===== config.mk =====
export PLATFORM = sky130hd
export DESIGN_NAME = mem_store_buffer_flat
export DESIGN_NICKNAME = d
export VERILOG_FILES = /design/src/rtl/mmix_mem_pkg.sv /design/src/rtl/mem_store_buffer_if.sv /design/src/rtl/sb_fifo.sv /design/src/rtl/mem_store_buffer.sv /design/src/flat_wrapper.sv
export SDC_FILE = /design/constraint.sdc
export NUM_CORES = 1
export LEC_CHECK = 0
export CORE_MARGIN = 4
export CORE_UTILIZATION = 40
export CTS_BUF_LIST = sky130_fd_sc_hd__clkbuf_8
export CTS_CLUSTER_SIZE = 30
export DETAILED_ROUTE_END_ITERATION = 10
export HOLD_SLACK_MARGIN = 0.05
export PLACE_DENSITY_LB_ADDON = 0.3
export SYNTH_ARGS = -nofsm -noshare
export SYNTH_HDL_FRONTEND = slang
export SYNTH_SLANG_ARGS = --single-unit

===== constraint.sdc =====
create_clock -name clk -period 7.9 [get_ports clk]
set_input_delay 1.185 -clock clk [delete_from_list [all_inputs] [get_ports clk]]
set_output_delay 1.185 -clock clk [all_outputs]
set_load 0.005 [all_outputs]

===== src/rtl/mmix_mem_pkg.sv =====
// Shared types for the MMIX memory path: access-size codes, store-buffer entry and FSM states.
package mmix_mem_pkg;

  localparam logic [1:0] SZ_BYTE  = 2'd0;
  localparam logic [1:0] SZ_WYDE  = 2'd1;
  localparam logic [1:0] SZ_TETRA = 2'd2;
  localparam logic [1:0] SZ_OCTA  = 2'd3;

  typedef struct packed {
    logic [63:0] addr;
    logic [1:0]  size;
    logic [63:0] data;
  } sb_entry_t;

  typedef enum logic [1:0] {S_IDLE, S_DRAIN, S_LOAD, S_DONE} main_state_e;
  typedef enum logic {D_IDLE, D_BUSY} drain_state_e;

  // Keeps the low bytes of right-justified data that belong to an access of this size.
  function automatic logic [63:0] size_mask(input logic [1:0] size);
    logic [63:0] m;
    case (size)
      SZ_BYTE:  m = 64'h0000_0000_0000_00FF;
      SZ_WYDE:  m = 64'h0000_0000_0000_FFFF;
      SZ_TETRA: m = 64'h0000_0000_FFFF_FFFF;
      default:  m = 64'hFFFF_FFFF_FFFF_FFFF;
    endcase
    return m;
  endfunction

endpackage


===== src/rtl/mem_store_buffer_if.sv =====
// Core-side and bus_adapter-side handshake signals of the posted-store buffer.
interface mem_store_buffer_if;
  logic [63:0] cpu_address;
  logic [1:0]  cpu_datasize;
  logic        cpu_read;
  logic        cpu_write;
  logic        cpu_sync;
  logic [63:0] cpu_writedata;
  logic [63:0] cpu_readdata;
  logic        cpu_done;
  logic [63:0] mem_address;
  logic [1:0]  mem_datasize;
  logic        mem_read;
  logic        mem_write;
  logic [63:0] mem_writedata;
  logic [63:0] mem_readdata;
  logic        mem_done;

  // The store buffer: serves the core, drives bus_adapter.
  modport slave (
    input  cpu_address, cpu_datasize, cpu_read, cpu_write, cpu_sync, cpu_writedata,
    input  mem_readdata, mem_done,
    output cpu_readdata, cpu_done,
    output mem_address, mem_datasize, mem_read, mem_write, mem_writedata
  );

  // The surrounding core and bus_adapter.
  modport master (
    output cpu_address, cpu_datasize, cpu_read, cpu_write, cpu_sync, cpu_writedata,
    output mem_readdata, mem_done,
    input  cpu_readdata, cpu_done,
    input  mem_address, mem_datasize, mem_read, mem_write, mem_writedata
  );
endinterface


===== src/rtl/sb_fifo.sv =====
// DEPTH-entry store FIFO with an age-ordered view of all slots (index 0 = oldest).
module sb_fifo
  import mmix_mem_pkg::*;
#(
  parameter int unsigned DEPTH = 4,
  localparam int unsigned PTR_W = $clog2(DEPTH)
) (
  input  logic                  clk,
  input  logic                  reset,
  input  logic                  i_push,
  input  sb_entry_t             i_push_entry,
  input  logic                  i_pop,
  output sb_entry_t             o_head,
  output sb_entry_t [DEPTH-1:0] o_entries,
  output logic [PTR_W:0]        o_count,
  output logic                  o_full,
  output logic                  o_empty
);

  localparam logic [PTR_W-1:0] PtrOne = PTR_W'(1);
  localparam logic [PTR_W:0]   CntOne = (PTR_W + 1)'(1);

  sb_entry_t        r_mem [DEPTH];
  logic [PTR_W-1:0] r_wr_ptr;
  logic [PTR_W-1:0] r_rd_ptr;
  logic [PTR_W:0]   r_count;

  always_ff @(posedge clk) begin
    if (i_push) r_mem[r_wr_ptr] <= i_push_entry;
  end

  always_ff @(posedge clk) begin
    if (reset) begin
      r_wr_ptr <= '0;
      r_rd_ptr <= '0;
      r_count  <= '0;
    end else begin
      if (i_push) r_wr_ptr <= r_wr_ptr + PtrOne;
      if (i_pop)  r_rd_ptr <= r_rd_ptr + PtrOne;
      unique case ({i_push, i_pop})
        2'b10:   r_count <= r_count + CntOne;
        2'b01:   r_count <= r_count - CntOne;
        default: r_count <= r_count;
      endcase
    end
  end

  always_comb begin
    for (int i = 0; i < DEPTH; i++) begin
      o_entries[i] = r_mem[r_rd_ptr + PTR_W'(i)];
    end
  end

  assign o_head  = r_mem[r_rd_ptr];
  assign o_count = r_count;
  assign o_full  = (r_count == (PTR_W + 1)'(DEPTH));
  assign o_empty = (r_count == '0);

endmodule


===== src/rtl/mem_store_buffer.sv =====
// Posted-store buffer between the MMIX load/store unit and bus_adapter.
// Optional STORE_FWD_EN: exact-match loads are served from the newest buffered store.
module mem_store_buffer
  import mmix_mem_pkg::*;
#(
  parameter int unsigned DEPTH = 4,
  localparam int unsigned PTR_W = $clog2(DEPTH)
) (
  input  logic              clk,
  input  logic              reset,
  mem_store_buffer_if.slave bus,
  output logic [PTR_W:0]    buf_count,
  output logic              buf_empty
);

  main_state_e  r_state, w_state_d;
  drain_state_e r_drain, w_drain_d;
  logic         r_is_read, w_is_read_d;

  logic                  w_push, w_pop, w_full, w_fifo_empty, w_buf_empty;
  logic                  w_load_start, w_load_done, w_fwd_take, w_drain_start;
  logic [PTR_W:0]        w_count;
  sb_entry_t             w_head, w_push_entry;
  sb_entry_t [DEPTH-1:0] w_entries;
  logic                  w_fwd_hit;
  logic [63:0]           w_fwd_data;

  logic [63:0] r_mem_address, r_mem_writedata, r_cpu_readdata;
  logic [1:0]  r_mem_datasize;
  logic        r_mem_read, r_mem_write;

  assign w_push_entry = '{addr: bus.cpu_address, size: bus.cpu_datasize, data: bus.cpu_writedata};

  sb_fifo #(.DEPTH(DEPTH)) u_fifo (
    .clk          (clk),
    .reset        (reset),
    .i_push       (w_push),
    .i_push_entry (w_push_entry),
    .i_pop        (w_pop),
    .o_head       (w_head),
    .o_entries    (w_entries),
    .o_count      (w_count),
    .o_full       (w_full),
    .o_empty      (w_fifo_empty)
  );

  assign w_buf_empty = w_fifo_empty && (r_drain == D_IDLE);
  assign w_load_done = (r_state == S_LOAD) && bus.mem_done;

`ifdef STORE_FWD_EN
  // Later (younger) matches override earlier ones.
  always_comb begin
    w_fwd_hit  = 1'b0;
    w_fwd_data = '0;
    for (int i = 0; i < DEPTH; i++) begin
      if (((PTR_W + 1)'(i) < w_count) && (w_entries[i].addr == bus.cpu_address) &&
          (w_entries[i].size == bus.cpu_datasize)) begin
        w_fwd_hit  = 1'b1;
        w_fwd_data = w_entries[i].data & size_mask(w_entries[i].size);
      end
    end
  end
`else
  logic w_unused_entries;
  assign w_unused_entries = ^w_entries;
  assign w_fwd_hit  = 1'b0;
  assign w_fwd_data = '0;
`endif

  always_comb begin
    w_state_d    = r_state;
    w_is_read_d  = r_is_read;
    w_push       = 1'b0;
    w_load_start = 1'b0;
    w_fwd_take   = 1'b0;
    unique case (r_state)
      S_IDLE: begin
        if (bus.cpu_write) begin
          if (!w_full) begin
            w_push    = 1'b1;
            w_state_d = S_DONE;
          end
        end else if (bus.cpu_read) begin
          w_is_read_d = 1'b1;
          if (w_fwd_hit) begin
            w_fwd_take = 1'b1;
            w_state_d  = S_DONE;
          end else if (w_buf_empty) begin
            w_load_start = 1'b1;
            w_state_d    = S_LOAD;
          end else begin
            w_state_d = S_DRAIN;
          end
        end else if (bus.cpu_sync) begin
          w_is_read_d = 1'b0;
          w_state_d   = w_buf_empty ? S_DONE : S_DRAIN;
        end
      end
      S_DRAIN: begin
        if (w_buf_empty) begin
          w_load_start = r_is_read;
          w_state_d    = r_is_read ? S_LOAD : S_DONE;
        end
      end
      S_LOAD:  if (bus.mem_done) w_state_d = S_DONE;
      S_DONE:  w_state_d = S_IDLE;
      default: w_state_d = S_IDLE;
    endcase
  end

  always_comb begin
    w_drain_d     = r_drain;
    w_drain_start = 1'b0;
    w_pop         = 1'b0;
    unique case (r_drain)
      D_IDLE: begin
        if ((w_count != '0) && (r_state != S_LOAD)) begin
          w_drain_start = 1'b1;
          w_drain_d     = D_BUSY;
        end
      end
      D_BUSY: begin
        if (bus.mem_done) begin
          w_pop     = 1'b1;
          w_drain_d = D_IDLE;
        end
      end
      default: w_drain_d = D_IDLE;
    endcase
  end

  always_ff @(posedge clk) begin
    if (reset) begin
      r_state   <= S_IDLE;
      r_drain   <= D_IDLE;
      r_is_read <= 1'b0;
    end else begin
      r_state   <= w_state_d;
      r_drain   <= w_drain_d;
      r_is_read <= w_is_read_d;
    end
  end

  // Drain and load never start together: a load starts only with the FIFO empty.
  always_ff @(posedge clk) begin
    if (reset) begin
      r_mem_address   <= '0;
      r_mem_datasize  <= '0;
      r_mem_writedata <= '0;
      r_mem_write     <= 1'b0;
      r_mem_read      <= 1'b0;
      r_cpu_readdata  <= '0;
    end else begin
      if (w_drain_start) begin
        r_mem_address   <= w_head.addr;
        r_mem_datasize  <= w_head.size;
        r_mem_writedata <= w_head.data;
        r_mem_write     <= 1'b1;
      end else if (w_pop) begin
        r_mem_write <= 1'b0;
      end
      if (w_load_start) begin
        r_mem_address  <= bus.cpu_address;
        r_mem_datasize <= bus.cpu_datasize;
        r_mem_read     <= 1'b1;
      end else if (w_load_done) begin
        r_mem_read <= 1'b0;
      end
      if (w_load_done) begin
        r_cpu_readdata <= bus.mem_readdata;
      end else if (w_fwd_take) begin
        r_cpu_readdata <= w_fwd_data;
      end
    end
  end

  assign bus.cpu_readdata  = r_cpu_readdata;
  assign bus.cpu_done      = (r_state == S_DONE);
  assign bus.mem_address   = r_mem_address;
  assign bus.mem_datasize  = r_mem_datasize;
  assign bus.mem_read      = r_mem_read;
  assign bus.mem_write     = r_mem_write;
  assign bus.mem_writedata = r_mem_writedata;
  assign buf_count         = w_count;
  assign buf_empty         = w_buf_empty;

endmodule

===== src/flat_wrapper.sv =====
// flat-port wrapper written by rule: the top's interface ports become plain ports
module mem_store_buffer_flat import mmix_mem_pkg::*;
#(
  parameter int unsigned DEPTH = 4,
  localparam int unsigned PTR_W = $clog2(DEPTH)
)
  (clk, reset, buf_count, buf_empty, bus_cpu_address, bus_cpu_datasize, bus_cpu_read, bus_cpu_write, bus_cpu_sync, bus_cpu_writedata, bus_mem_readdata, bus_mem_done, bus_cpu_readdata, bus_cpu_done, bus_mem_address, bus_mem_datasize, bus_mem_read, bus_mem_write, bus_mem_writedata);
  mem_store_buffer_if bus_i ();
  input  logic clk;
  input  logic reset;
  output logic [PTR_W:0] buf_count;
  output logic buf_empty;
  input wire logic [$bits(bus_i.cpu_address)-1:0] bus_cpu_address;
  input wire logic [$bits(bus_i.cpu_datasize)-1:0] bus_cpu_datasize;
  input wire logic [$bits(bus_i.cpu_read)-1:0] bus_cpu_read;
  input wire logic [$bits(bus_i.cpu_write)-1:0] bus_cpu_write;
  input wire logic [$bits(bus_i.cpu_sync)-1:0] bus_cpu_sync;
  input wire logic [$bits(bus_i.cpu_writedata)-1:0] bus_cpu_writedata;
  input wire logic [$bits(bus_i.mem_readdata)-1:0] bus_mem_readdata;
  input wire logic [$bits(bus_i.mem_done)-1:0] bus_mem_done;
  output wire logic [$bits(bus_i.cpu_readdata)-1:0] bus_cpu_readdata;
  output wire logic [$bits(bus_i.cpu_done)-1:0] bus_cpu_done;
  output wire logic [$bits(bus_i.mem_address)-1:0] bus_mem_address;
  output wire logic [$bits(bus_i.mem_datasize)-1:0] bus_mem_datasize;
  output wire logic [$bits(bus_i.mem_read)-1:0] bus_mem_read;
  output wire logic [$bits(bus_i.mem_write)-1:0] bus_mem_write;
  output wire logic [$bits(bus_i.mem_writedata)-1:0] bus_mem_writedata;
  assign bus_i.cpu_address = bus_cpu_address;
  assign bus_i.cpu_datasize = bus_cpu_datasize;
  assign bus_i.cpu_read = bus_cpu_read;
  assign bus_i.cpu_write = bus_cpu_write;
  assign bus_i.cpu_sync = bus_cpu_sync;
  assign bus_i.cpu_writedata = bus_cpu_writedata;
  assign bus_i.mem_readdata = bus_mem_readdata;
  assign bus_i.mem_done = bus_mem_done;
  assign bus_cpu_readdata = bus_i.cpu_readdata;
  assign bus_cpu_done = bus_i.cpu_done;
  assign bus_mem_address = bus_i.mem_address;
  assign bus_mem_datasize = bus_i.mem_datasize;
  assign bus_mem_read = bus_i.mem_read;
  assign bus_mem_write = bus_i.mem_write;
  assign bus_mem_writedata = bus_i.mem_writedata;
  mem_store_buffer #(.DEPTH(DEPTH)) u_core (.clk(clk), .reset(reset), .bus(bus_i), .buf_count(buf_count), .buf_empty(buf_empty));
endmodule

### Word level (Yosys, flattened, before mapping)

Memories as Yosys holds them, arrays and structs flattened. A register that Yosys moved wholly into a read port is not among the register bits.
Index checks and enable logic that the tools add are counted.

| storage, ports and cells | value |
|---|---|
| register bits after elaboration | 207 |
| latch bits | 0 |
| memory bits (writable) | 520 |
| bits in read-only memories | 0 |
| bits of input ports | 200 |
| output and inout bits | 201 |
| memories | 1 |

Memories:

| memory | depth | width | read ports | clocked after memory_dff | write ports | RTL line | text |
|---|---|---|---|---|---|---|---|
| u_core.u_fifo.r_mem | 4 | 130 | 1 | 1 | 1 | sb_fifo.sv:23 | `sb_entry_t r_mem [DEPTH];` |

| operators by class | value |
|---|---|
| add/subtract/negate cells | 4 |
| $mul | 0 |
| divide/modulo/power cells | 0 |
| magnitude comparators | 0 |
| equal/unequal tests | 11 |
| shift operators | 0 |
| multiplexer cells | 40 |
| bitwise gates (word level) | 2 |
| reduce and logical (&&, ||, !) cells | 13 |

Operators with widths:

| kind | count |
|---|---|
| 64-bit two-way mux | 3 |
| 2-bit two-way mux | 12 |
| 1-bit two-way mux | 21 |
| 2-bit nonzero test | 5 |
| 2-bit one-hot mux with 4 select lines | 1 |
| 2-bit == test, second input constant | 3 |
| 3-bit one-hot mux with 2 select lines | 1 |
| 2-bit by 1-bit adder with 2-bit output, second input constant | 2 |
| 2-bit by 1-bit == test with 1-bit output, second input constant | 2 |
| 2-bit != test, second input constant | 2 |
| 4-bit != test, second input constant | 1 |
| 1-bit one-hot mux with 2 select lines | 2 |
| 4-bit AND reduction | 1 |
| 3-bit by 1-bit adder with 3-bit output, second input constant | 1 |
| 3-bit == test, second input constant | 1 |
| 1-bit logical AND | 3 |
| 3-bit logical NOT | 1 |
| 3-bit != test, second input constant | 1 |
| 3-bit AND reduction | 1 |
| 3-bit nonzero test | 1 |
| 3-bit by 1-bit subtractor with 3-bit output, second input constant | 1 |
| 2-bit logical NOT | 1 |
| 2-bit by 1-bit != test with 1-bit output, second input constant | 1 |
| 1-bit NOT | 2 |

### Depth between registers and ports, before layout

Gate-level depths: netlist of the first run.

| logic depth | value |
|---|---|
| depth in word-level cells | 7 |
| mapped depth | 12 |
| mapped depth without buffers | 11 |

### By module

Synthesis of the first run repeated with hierarchy kept, for this count alone.

| unflattened totals | value |
|---|---|
| cell total of the unflattened synthesis | 2350 |
| area, all modules | 38264.2 sq um |

Modules (own cells, without submodules):

| module | instances | cells each | area an instance (sq um) | seq. area each (sq um) |
|---|---|---|---|---|
| sb_fifo | 1 | 1334 | 29698.5 | 15795.1 |
| mem_store_buffer | 1 | 1016 | 8565.7 | 4003.8 |

### Worst setup path after synthesis of the first run

No wires, ideal clock.

| timing path | value |
|---|---|
| kind | input to register |
| start point | input bus_cpu_write |
| end point | memory u_core.u_fifo.r_mem[0][0] (netlist bit) (enable) |
| library setup time | 0.505 ns |
| arrival time | 4.487 ns |
| data required time | 7.395 ns |
| slack | 2.908 ns |
| stages | 2 |
| cells stage by stage | and2_0 and3_1 |

| between the ends | value |
|---|---|
| word-level cells in the longest chain between the ends | 4 |

Ends and longest elaborated chain:

| what | RTL line | text |
|---|---|---|
| start: declaration | flat_wrapper.sv:16 | `input wire logic [$bits(bus_i.cpu_write)-1:0] bus_cpu_write;` |
| 1-bit two-way mux | mem_store_buffer.sv:78 | `if (bus.cpu_write) begin` |
| 1-bit two-way mux | mem_store_buffer.sv:76 | `unique case (r_state)` |
| 1-bit two-way mux | sb_fifo.sv:29 | `if (i_push) r_mem[r_wr_ptr] <= i_push_entry;` |
| 1-bit two-way mux (not written as such) | sb_fifo.sv:29 |  |
| end: declaration | sb_fifo.sv:23 |  |

Every way passes these cells.

### Worst setup path after layout of the first run

| timing path | value |
|---|---|
| start point | register u_core.u_fifo.r_count[0] (netlist: u_core.u_fifo.o_count[0]) |
| end point | output buf_empty |

| between the ends | value |
|---|---|
| word-level cells in the longest chain between the ends | 2 |

Ends and longest elaborated chain:

| what | RTL line | text |
|---|---|---|
| start: declaration | sb_fifo.sv:26 | `logic [PTR_W:0] r_count;` |
| start signal: assignment | sb_fifo.sv:41 | `2'b10: r_count <= r_count + CntOne;` |
| start signal: assignment | sb_fifo.sv:42 | `2'b01: r_count <= r_count - CntOne;` |
| start signal: assignment | sb_fifo.sv:43 | `default: r_count <= r_count;` |
| 3-bit logical NOT | sb_fifo.sv:57 | `assign o_empty = (r_count == '0);` |
| 1-bit logical AND | mem_store_buffer.sv:47 | `assign w_buf_empty = w_fifo_empty && (r_drain == D_IDLE);` |
| end: declaration | flat_wrapper.sv:12 | `output logic buf_empty;` |

Every way passes these cells.

==> impl_metrics.py, run 1 <==
metrics = {
    "logic_synthesis": {
        "synth_compound_area_share_pct": 9.00,
        "syn_area_um2": 27400,
        "synth_mux_area_share_pct": 10.8,
        "synth_xor_area_share_pct": 0.128,
        "ys_ff_latch": 729,
        "ys_warn_count": 0,
        "syn_nets": 1957,
        "postSynthAreaPerCell_um2": 15.7,
        "synth_cell_types": 37,
        "synth_top_family_by_area": "multiplexers",
        "synthAdderAreaFrac_pct": 0.484,
        "synth-simple-area-share_pct": 4.94,
        "synth_top_area_share_pct": 56.9,
        "yosys.area.top_type": "edfxtp_1",
        "yosysSeqAreaShare_pct": 72.2,
        "synthTopCellsByArea": "edfxtp_1 57%, dfxtp_1 15%, mux4_2 11%",
        "syn-instance-count": 1747,
    },
    "worst_setup_path": {
        "cpPeakStageDelay_ps": 940,
        "cp-end-kind": "output port",
        "path_cells": "or4_4 -> inv_1 -> clkdlybuf4s50_1",
        "cp_max_fo": 70,
        "reg2reg_from": "u_core.r_state[0]",
        "crit_family": "simple AND/OR/NAND/NOR gates",
        "crit_buf_inv": 2,
        "r2r_cells": 7,
        "r2r-end": "u_core.bus.mem_address[55]",
        "worst_setup_path_start_kind": "flop",
        "crit_slowest_cell": "or4_4",
        "cp_data_required_time_ps": 6710,
        "cp.arrival_ps": 2800,
        "critPathKind": "reg2out",
        "reg2reg_slack_ps": 4610,
    },
    "clock_tree": {
        "cts_max_path_buffers": 3,
        "htreeDepth": 3,
        "clock_latency_ps": 720,
        "cts_made_buffers": 117,
        "cts-root-buf": "clkbuf_8",
        "cts.clk_slew.worst_paths_ps": 60,
        "cts_hold_buf": 0,
        "ctsResizeCount": 0,
        "cts_tree": "built",
        "cts_sinks": 729,
        "postCtsSetupRepairBufs": 0,
    },
    "floorplanning": {
        "core_um2": 67500,
        "die_area_um2": 72800,
        "rows": 95,
        "die_w_um": 270,
        "start_util_pct": 40.6,
        "fp.dieH_um": 270,
        "io-pin-count": 401,
    },
    "placement": {
        "placed_area_um2": 32100,
        "portBuffers": 400,
        "place_congestion": 0.852,
        "dpl.hpwl_um": 41200,
    },
    "sta": {
        "tightest_slew_ps": 1260,
        "setup_violations": 0,
        "min_period_ps": 3990,
        "timing.slew.headroom_pct": 16.0,
        "fmax_ghz": 0.251,
        "final.period_utilization_pct": 50.5,
        "rsz0062_at_grt": "no",
        "setup_tns_ps": 0,
        "clock_skew_ps": 39.6,
        "slew_viol_final": 0,
        "hold_ws_ps": 452,
        "hold_viol": 0,
    },
    "pwr": {
        "p_sw_share_pct": 32.8,
        "power_per_cell_area_nw_per_um2": 334,
        "pwr-share-seq_pct": 44.0,
        "pwr-share-clk_pct": 27.5,
        "switching_power_uw": 3780,
        "ir_drop_mv": 0.205,
        "p_comb_share_pct": 28.5,
        "p_leak_uw": 0.0108,
        "p_int_uw": 7740,
    },
    "drt": {
        "route.antenna.remaining_nets": 0,
        "vias": 17205,
        "wl_per_cell_um": 23.1,
        "routed_wl_um": 71900,
        "drc_errors": 0,
        "dr.pass1.iters": 5,
        "drt_iter0_drc": 1399,
        "viasPerCell": 5.52,
    },
    "hold_path": {
        "hold_start": "u_core.bus.cpu_readdata[5]",
        "hold_path_class": "reg2reg",
        "holdPathStages": 2,
        "min_to": "u_core.bus.cpu_readdata[5]",
    },
    "grt": {
        "grt_pass1_wl_um": 109000,
        "first_global_vias": 17799,
        "track_usage_pct": 19.3,
        "grt_max_degree": 112,
        "antenna_found_initial": 15,
        "grt-ovfl-total": 0,
    },
    "run": {
        "drv_cap": 0,
    },
    "outcome": {
        "status": "completed",
    },
    "finish": {
        "final_cell_area_um2": 34400,
        "fin_nets": 2341,
        "final.fill_count": 5676,
        "syn_to_final_growth_pct": 25.6,
        "final_common_cell": "edfxtp_1",
        "layout_common_cells": "520 x edfxtp_1, 399 x clkdlybuf4s50_1, 207 x dfxtp_1",
        "drive_gt1_share_pct": 15.2,
        "final_util_pct": 51.0,
    },
}
-- cells by family (layout without fill, tap and decap cells) --
logic type | count (synthesis) | in the layout
AOI/OAI and AO/OA | 406 | 406
muxes | 132 | 132
adders and majority gates | 10 | 10
and+or+nand+nor | 300 | 300
DFF | 729 | 729
other | 0 | 6
xor gates and xnor gates | 4 | 4
buffers and inverters | 166 | 655
-- power by group through the flow --
stage,Combinational [uW],Clock [uW],Sequential [uW]
final,3290,3160,5070
after global routing,3580,3450,5130
after CTS,3330,3260,5070
after detailed placement,3320,0,5150
after global placement,3280,0,5130
after floorplan,1780,0,5060
-- metal layers --
metal | share of wire [%] | vias to the layer above | global-route usage (%)
met1 | 41 | 8738 | 25.2
met5 | 0.20 | - | 0
met2 | 48 | 661 | 31.2
li1 | - | 7672 | -
met4 | 1.9 | 18 | 5.48
met3 | 9.1 | 116 | 6.41
-- metrics by stage --
stage	power, uW	setup WS, ps	std cells
after floorplan	6840	2910	1747
after global placement	8400	3890	2885
after detailed placement	8470	3860	2885
after CTS	11700	3840	3109
after global routing	12200	3760	3109
final	11500	3910	3115
-- flip-flops by register name, summed over array words and instances, names as in the netlist, 2 cells and up, named ones only --
register	cells
u_core.u_fifo.r_wr_ptr	2
u_core.u_fifo.o_count	3
u_core.bus.cpu_readdata	64
u_core.r_state	2
u_core.bus.mem_datasize	2
u_core.bus.mem_writedata	64
u_core.u_fifo.r_mem	520
u_core.bus.mem_address	64
u_core.u_fifo.r_rd_ptr	2
-- synthesized netlist by cell type, drive strengths merged --
cell and count:
nand2b 1, a311oi 66, inv 12, a21oi 136
a211oi 66, nand3 133, edfxtp 520, a2111oi 1
mux4 130, buf 40, nor2b 2, or3b 1
or2 2, a21o 1, and2 2, nor2 9
nor4b 1, a311o 1, nor3 1, nor3b 1
or4 1, xor2 4, or3 2, o21ai 133
fa 1, o221ai 1, and3 4, dfxtp 209
mux2i 2, o41a 1, ha 9, nand2 138
nand3b 2, clkbuf 114
-- worst min-delay path, stage by stage (launching register included) --
cell	delay [ps]
dfxtp_1	310
nand2_1	50
a21oi_1	50
-- layout make-up --
type                    count  area [um2]  share of cell area [%]
well taps                 873        1090                    3.17
multi-input cells         852        7000                    20.3
diodes                      6        15.0                  0.0436
clock buffers             126        1730                    5.04
clock inverters            98         584                    1.70
inverters                  12        45.0                   0.131
flip-flops and latches    729       19800                    57.5
repair buffers            419        4160                    12.1
-- worst max-delay path by stage --
stage	start	cells past startpoint	to
detailed placement	bus_cpu_write	4	u_core.u_fifo.r_mem[1][26]
floorplan	bus_cpu_write	2	u_core.u_fifo.r_mem[0][0]
global placement	bus_cpu_write	4	u_core.u_fifo.r_mem[1][10]
finish	u_core.u_fifo.o_count[0]	3	buf_empty
CTS	u_core.u_fifo.o_count[0]	3	buf_empty
global route	u_core.u_fifo.o_count[0]	3	buf_empty
(Power assumes the default switching activity.)
==> inputs of run 2 (changes only) <==
==> constraint.sdc (replaced) <==
create_clock -name clk -period 3.6 [get_ports clk]
set_input_delay 0.54 -clock clk [delete_from_list [all_inputs] [get_ports clk]]
set_output_delay 0.54 -clock clk [all_outputs]
set_load 0.005 [all_outputs]
==> run 2 against run 1 <==
- cell count is the same
- clock skew shrank 5.7 ps
- sequential power grew 120%
- critical path type unchanged
- core utilization grew 0.32 points
- combinational power grew 130%
- largest cell class unchanged
- worst hold slack lost 60 ps
- design area grew 0.62%
- first-iteration DRC count shrank 7.8%
- via count grew 1.1%
- die area is the same
==> impl_metrics.py, run 2 (synthesized netlist as in run 1, its figures left out) <==
metrics = {
    "outcome": {
        "status": "completed",
    },
    "worst_setup_path": {
        "crit_buf_inv": 2,
        "cpPeakStageDelay_ps": 580,
        "cp-end-kind": "output port",
        "critPathKind": "reg2out",
        "cp.arrival_ps": 2340,
        "worst_setup_path_start_kind": "flop",
        "path_cells": "or4_4 -> inv_1 -> clkdlybuf4s50_1",
        "crit_slowest_cell": "clkdlybuf4s50_1",
        "cp_max_fo": 9,
        "crit_family": "buffers and inverters",
        "cp_data_required_time_ps": 3060,
    },
    "clock_tree": {
        "cts_hold_buf": 0,
        "htreeDepth": 3,
        "cts_max_path_buffers": 3,
        "cts-root-buf": "clkbuf_8",
        "cts_tree": "built",
        "cts_made_buffers": 116,
        "clock_latency_ps": 710,
        "cts.clk_slew.worst_paths_ps": 60,
        "postCtsSetupRepairBufs": 0,
        "cts_sinks": 729,
        "ctsResizeCount": 0,
    },
    "finish": {
        "final_common_cell": "edfxtp_1",
        "drive_gt1_share_pct": 14.2,
        "syn_to_final_growth_pct": 26.4,
        "largest_register_ffs": 520,
        "fin_nets": 2352,
        "top_register": "u_core.u_fifo.r_mem",
        "layout_common_cells": "520 x edfxtp_1, 399 x clkdlybuf4s50_1, 207 x dfxtp_1",
    },
    "grt": {
        "grt_pass1_wl_um": 110000,
        "first_global_vias": 17924,
        "antenna_found_initial": 11,
        "grt.busiest_layer": "met2",
        "gr-usage-met3_pct": 5.33,
        "track_usage_pct": 19.4,
        "use_met2_pct": 31.8,
        "grt.met1_usage_pct": 25.4,
        "grt-ovfl-total": 0,
        "grt_max_degree": 132,
    },
    "pwr": {
        "power_per_cell_area_nw_per_um2": 724,
        "p_leak_uw": 0.0109,
        "ir_drop_mv": 0.677,
    },
    "placement": {
        "pre_cts_ws_ps": 863,
        "place_congestion": 0.853,
        "portBuffers": 400,
        "dpl.hpwl_um": 41500,
    },
    "run": {
        "drv_cap": 0,
    },
    "sta": {
        "setup_violations": 0,
        "timing.final.ws_setup_ps": 717,
        "setup_tns_ps": 0,
        "rsz0062_at_grt": "no",
        "timing.slew.headroom_pct": 20.5,
        "clock_skew_ps": 34.0,
        "final.period_utilization_pct": 80.1,
        "tightest_slew_ps": 1190,
        "min_period_ps": 2880,
        "hold_viol": 0,
        "slew_viol_final": 0,
        "fmax_ghz": 0.347,
    },
    "floorplanning": {
        "io-pin-count": 401,
        "fp.dieH_um": 270,
        "rows": 95,
        "die_w_um": 270,
        "die_area_um2": 72800,
        "start_util_pct": 40.6,
        "core_um2": 67500,
    },
    "drt": {
        "drt_iter0_drc": 1290,
        "dr.pass1.iters": 5,
        "route.antenna.remaining_nets": 0,
        "routed_wl_um": 72400,
        "drc_errors": 0,
        "wl_per_cell_um": 23.2,
        "viasPerCell": 5.58,
        "vias": 17393,
    },
    "hold_path": {
        "hold_path_class": "in2reg",
    },
}
[run 2: routing by layer]
layer	up-vias	routed length, um
li1	7693	-
met2	733	34800
met3	107	5690
met4	18	1410
met5	-	142
met1	8842	30400
[run 2: path summary, 6_finish.rpt]
check / from / to / slack [ps] / cells past startpoint
max: u_core.u_fifo.o_count[2] / buf_empty / 720 / 3
min: bus_mem_readdata[3] / u_core.bus.cpu_readdata[3] / 390 / 3
max reg2reg: u_core.u_fifo.o_count[0] / u_core.bus.mem_address[29] / 910 / 4
min reg2reg: u_core.bus.cpu_readdata[20] / u_core.bus.cpu_readdata[20] / 450 / 2
[run 2: area by class of cell]
class	instances	area (um2)
Fill cell	5584	32900
Multi-Input combinational cell	852	7000
Timing Repair Buffer	431	4550
Antenna cell	1	2.50
Clock inverter	93	448
Sequential cell	729	19800
Inverter	12	45.0
Tap cell	873	1090
Clock buffer	124	1710
[run 2: where the power goes]
part / switching (uW) / internal (uW)
clock network: 3140 / 3320
registers: 708 / 10400
logic: 4370 / 3160
total: 8210 / 16900
[run 2: stage by stage]
step | util [%] | instances | hold slack [ps] | area [um2] | power [uW]
CTS | 51.3 | 3114 | 302 | 34600 | 25400
detailed placement | 48.1 | 2897 | 446 | 32500 | 18800
global route | 51.3 | 3115 | 342 | 34600 | 26400
finish | 51.3 | 3115 | 392 | 34600 | 25100
floorplan | - | 1747 | 450 | 27400 | 15000
global placement | 48.1 | 2897 | 441 | 32500 | 18700
[run 2: worst min-delay path, delay by kind of cell]
family / cells / cell delay (ps)
buffers and inverters: 1 / 390
AND/OR/NAND/NOR: 1 / 60
AO/OA/AOI/OAI: 1 / 50
==> inputs of run 3 (changes only) <==
==> constraint.sdc (replaced) <==
create_clock -name clk -period 3 [get_ports clk]
set_input_delay 0.45 -clock clk [delete_from_list [all_inputs] [get_ports clk]]
set_output_delay 0.45 -clock clk [all_outputs]
set_load 0.005 [all_outputs]
==> run 3 against run 2 <==
- clock power rose by 34%
- via count up 0.63%
- core utilization rose by 0.64 points
- die area unchanged
- first-iteration DRC count rose by 17%
- global-route usage up 0.41 points
- largest cell class unchanged
- combinational power grew 23%
- highest routed layer unchanged
- design area increased by 1.2%
==> impl_metrics.py, run 3 (synthesized netlist as in run 1, its figures left out) <==
metrics = {
    "finish": {
        "syn_to_final_growth_pct": 27.9,
        "final_cells": 3143,
        "top_register": "u_core.u_fifo.r_mem",
        "layout_common_cells": "520 x edfxtp_1, 399 x clkdlybuf4s50_1, 207 x dfxtp_1",
        "final_cell_area_um2": 35100,
        "final_common_cell": "edfxtp_1",
        "drive_gt1_share_pct": 16.0,
        "largest_register_ffs": 520,
        "fin_nets": 2373,
    },
    "worst_setup_path": {
        "reg2reg_slack_ps": 570,
        "reg2reg_from": "u_core.u_fifo.o_count[2]",
        "critPathKind": "reg2out",
        "cp_max_fo": 9,
        "cp_data_required_time_ps": 2550,
        "cp.arrival_ps": 2300,
        "cp-end-kind": "output port",
        "crit_start": "u_core.u_fifo.o_count[2]",
        "r2r-end": "u_core.u_fifo.o_count[2]",
        "r2r_cells": 9,
        "worst_setup_path_start_kind": "flop",
    },
    "drt": {
        "vias": 17503,
        "wl_per_cell_um": 23.5,
        "viasPerCell": 5.57,
        "route.antenna.remaining_nets": 0,
        "top_layer_used": "met5",
        "routed_wl_um": 73900,
        "drc_errors": 0,
        "drt_iter0_drc": 1514,
        "wl_met2_um": 35300,
        "route.met3.wl_um": 6010,
        "dr.pass1.iters": 5,
        "wl_met1_um": 30700,
    },
    "grt": {
        "grt-ovfl-total": 0,
        "antenna_found_initial": 13,
        "grt_max_degree": 131,
        "grt_pass1_wl_um": 112000,
        "track_usage_pct": 19.8,
        "first_global_vias": 18328,
    },
    "sta": {
        "slew_viol_final": 0,
        "hold_ws_ps": 190,
        "min_period_ps": 2750,
        "clock_skew_ps": 39.1,
        "timing.slew.headroom_pct": 47.6,
        "rsz0062_at_grt": "no",
        "tightest_slew_ps": 786,
        "fmax_ghz": 0.363,
        "hold_viol": 0,
        "final.period_utilization_pct": 91.8,
        "setup_violations": 0,
    },
    "hold_path": {
        "holdPathStages": 2,
        "hold_path_class": "in2reg",
        "min_to": "u_core.bus.mem_writedata[23]",
        "hold_start": "reset",
    },
    "clock_tree": {
        "cts-root-buf": "clkbuf_8",
        "cts_sinks": 729,
        "clock_latency_ps": 710,
        "cts_hold_buf": 0,
        "cts_made_buffers": 118,
        "htreeDepth": 3,
        "cts_max_path_buffers": 3,
        "cts_tree": "built",
        "cts.clk_slew.worst_paths_ps": 60,
        "ctsResizeCount": 0,
        "postCtsSetupRepairBufs": 0,
    },
    "outcome": {
        "status": "completed",
    },
    "floorplanning": {
        "fp.dieH_um": 270,
        "rows": 95,
        "io-pin-count": 401,
        "die_w_um": 270,
        "core_um2": 67500,
        "die_area_um2": 72800,
        "start_util_pct": 40.6,
    },
    "placement": {
        "placed_area_um2": 32600,
        "dpl.hpwl_um": 44600,
        "dp.cells": 2916,
        "place_congestion": 0.818,
        "portBuffers": 400,
    },
    "pwr": {
        "power_per_cell_area_nw_per_um2": 889,
        "ir_drop_mv": 0.632,
        "p_leak_uw": 0.0111,
    },
    "run": {
        "drv_cap": 0,
    },
}
==> run 3: worst max-delay path by stage <==
stage | end | slack, ps | cells after the start
2_1_floorplan | u_core.u_fifo.r_mem[0][0] | -90 | 5
3_3_place_gp | u_core.u_fifo.o_count[2] | 430 | 9
3_5_place_dp | u_core.u_fifo.o_count[2] | 420 | 9
4_1_cts | buf_empty | 130 | 3
5_1_grt | buf_empty | 110 | 3
6_report | buf_empty | 250 | 3
==> run 3: critical path, cell delays in order, from the launching register on <==
cell,delay [ps]
dfxtp_1,390
or4_4,590
inv_1,90
clkdlybuf4s50_1,530
==> run 3: stage by stage <==
step | util (%) | total power (uW) | setup slack [ps] | TNS (ps)
2_1_floorplan | - | 18000 | -87.6 | -45570
4_1_cts | 51.9 | 31500 | 125 | 0
5_1_grt | 52.0 | 32700 | 110 | 0
3_5_place_dp | 48.4 | 22800 | 419 | 0
6_report | 52.0 | 31200 | 246 | 0
3_3_place_gp | 48.4 | 22600 | 434 | 0
==> run 3: power breakdown <==
| group | switching, uW | internal (uW) | total, uW |
|---|---|---|---|
| combinational | 5330 | 3910 | 9240 |
| clock | 3930 | 4730 | 8660 |
| sequential | 826 | 12500 | 13300 |
==> run 3: final cells by class <==
class | count | area [um2]
flip-flops and latches | 729 | 19800
clock inverters | 89 | 601
multi-input cells | 852 | 7000
inverters | 12 | 45.0
diodes | 6 | 15.0
well taps | 873 | 1090
repair buffers | 450 | 4710
fillers | 5516 | 32400
clock buffers | 132 | 1820
==> run 3: routing by layer <==
layer / track usage (%) / vias up
li1: - / 7730
met1: 26.2 / 8862
met2: 31.5 / 771
met3: 5.46 / 126
met4: 7.26 / 14
met5: 0 / -
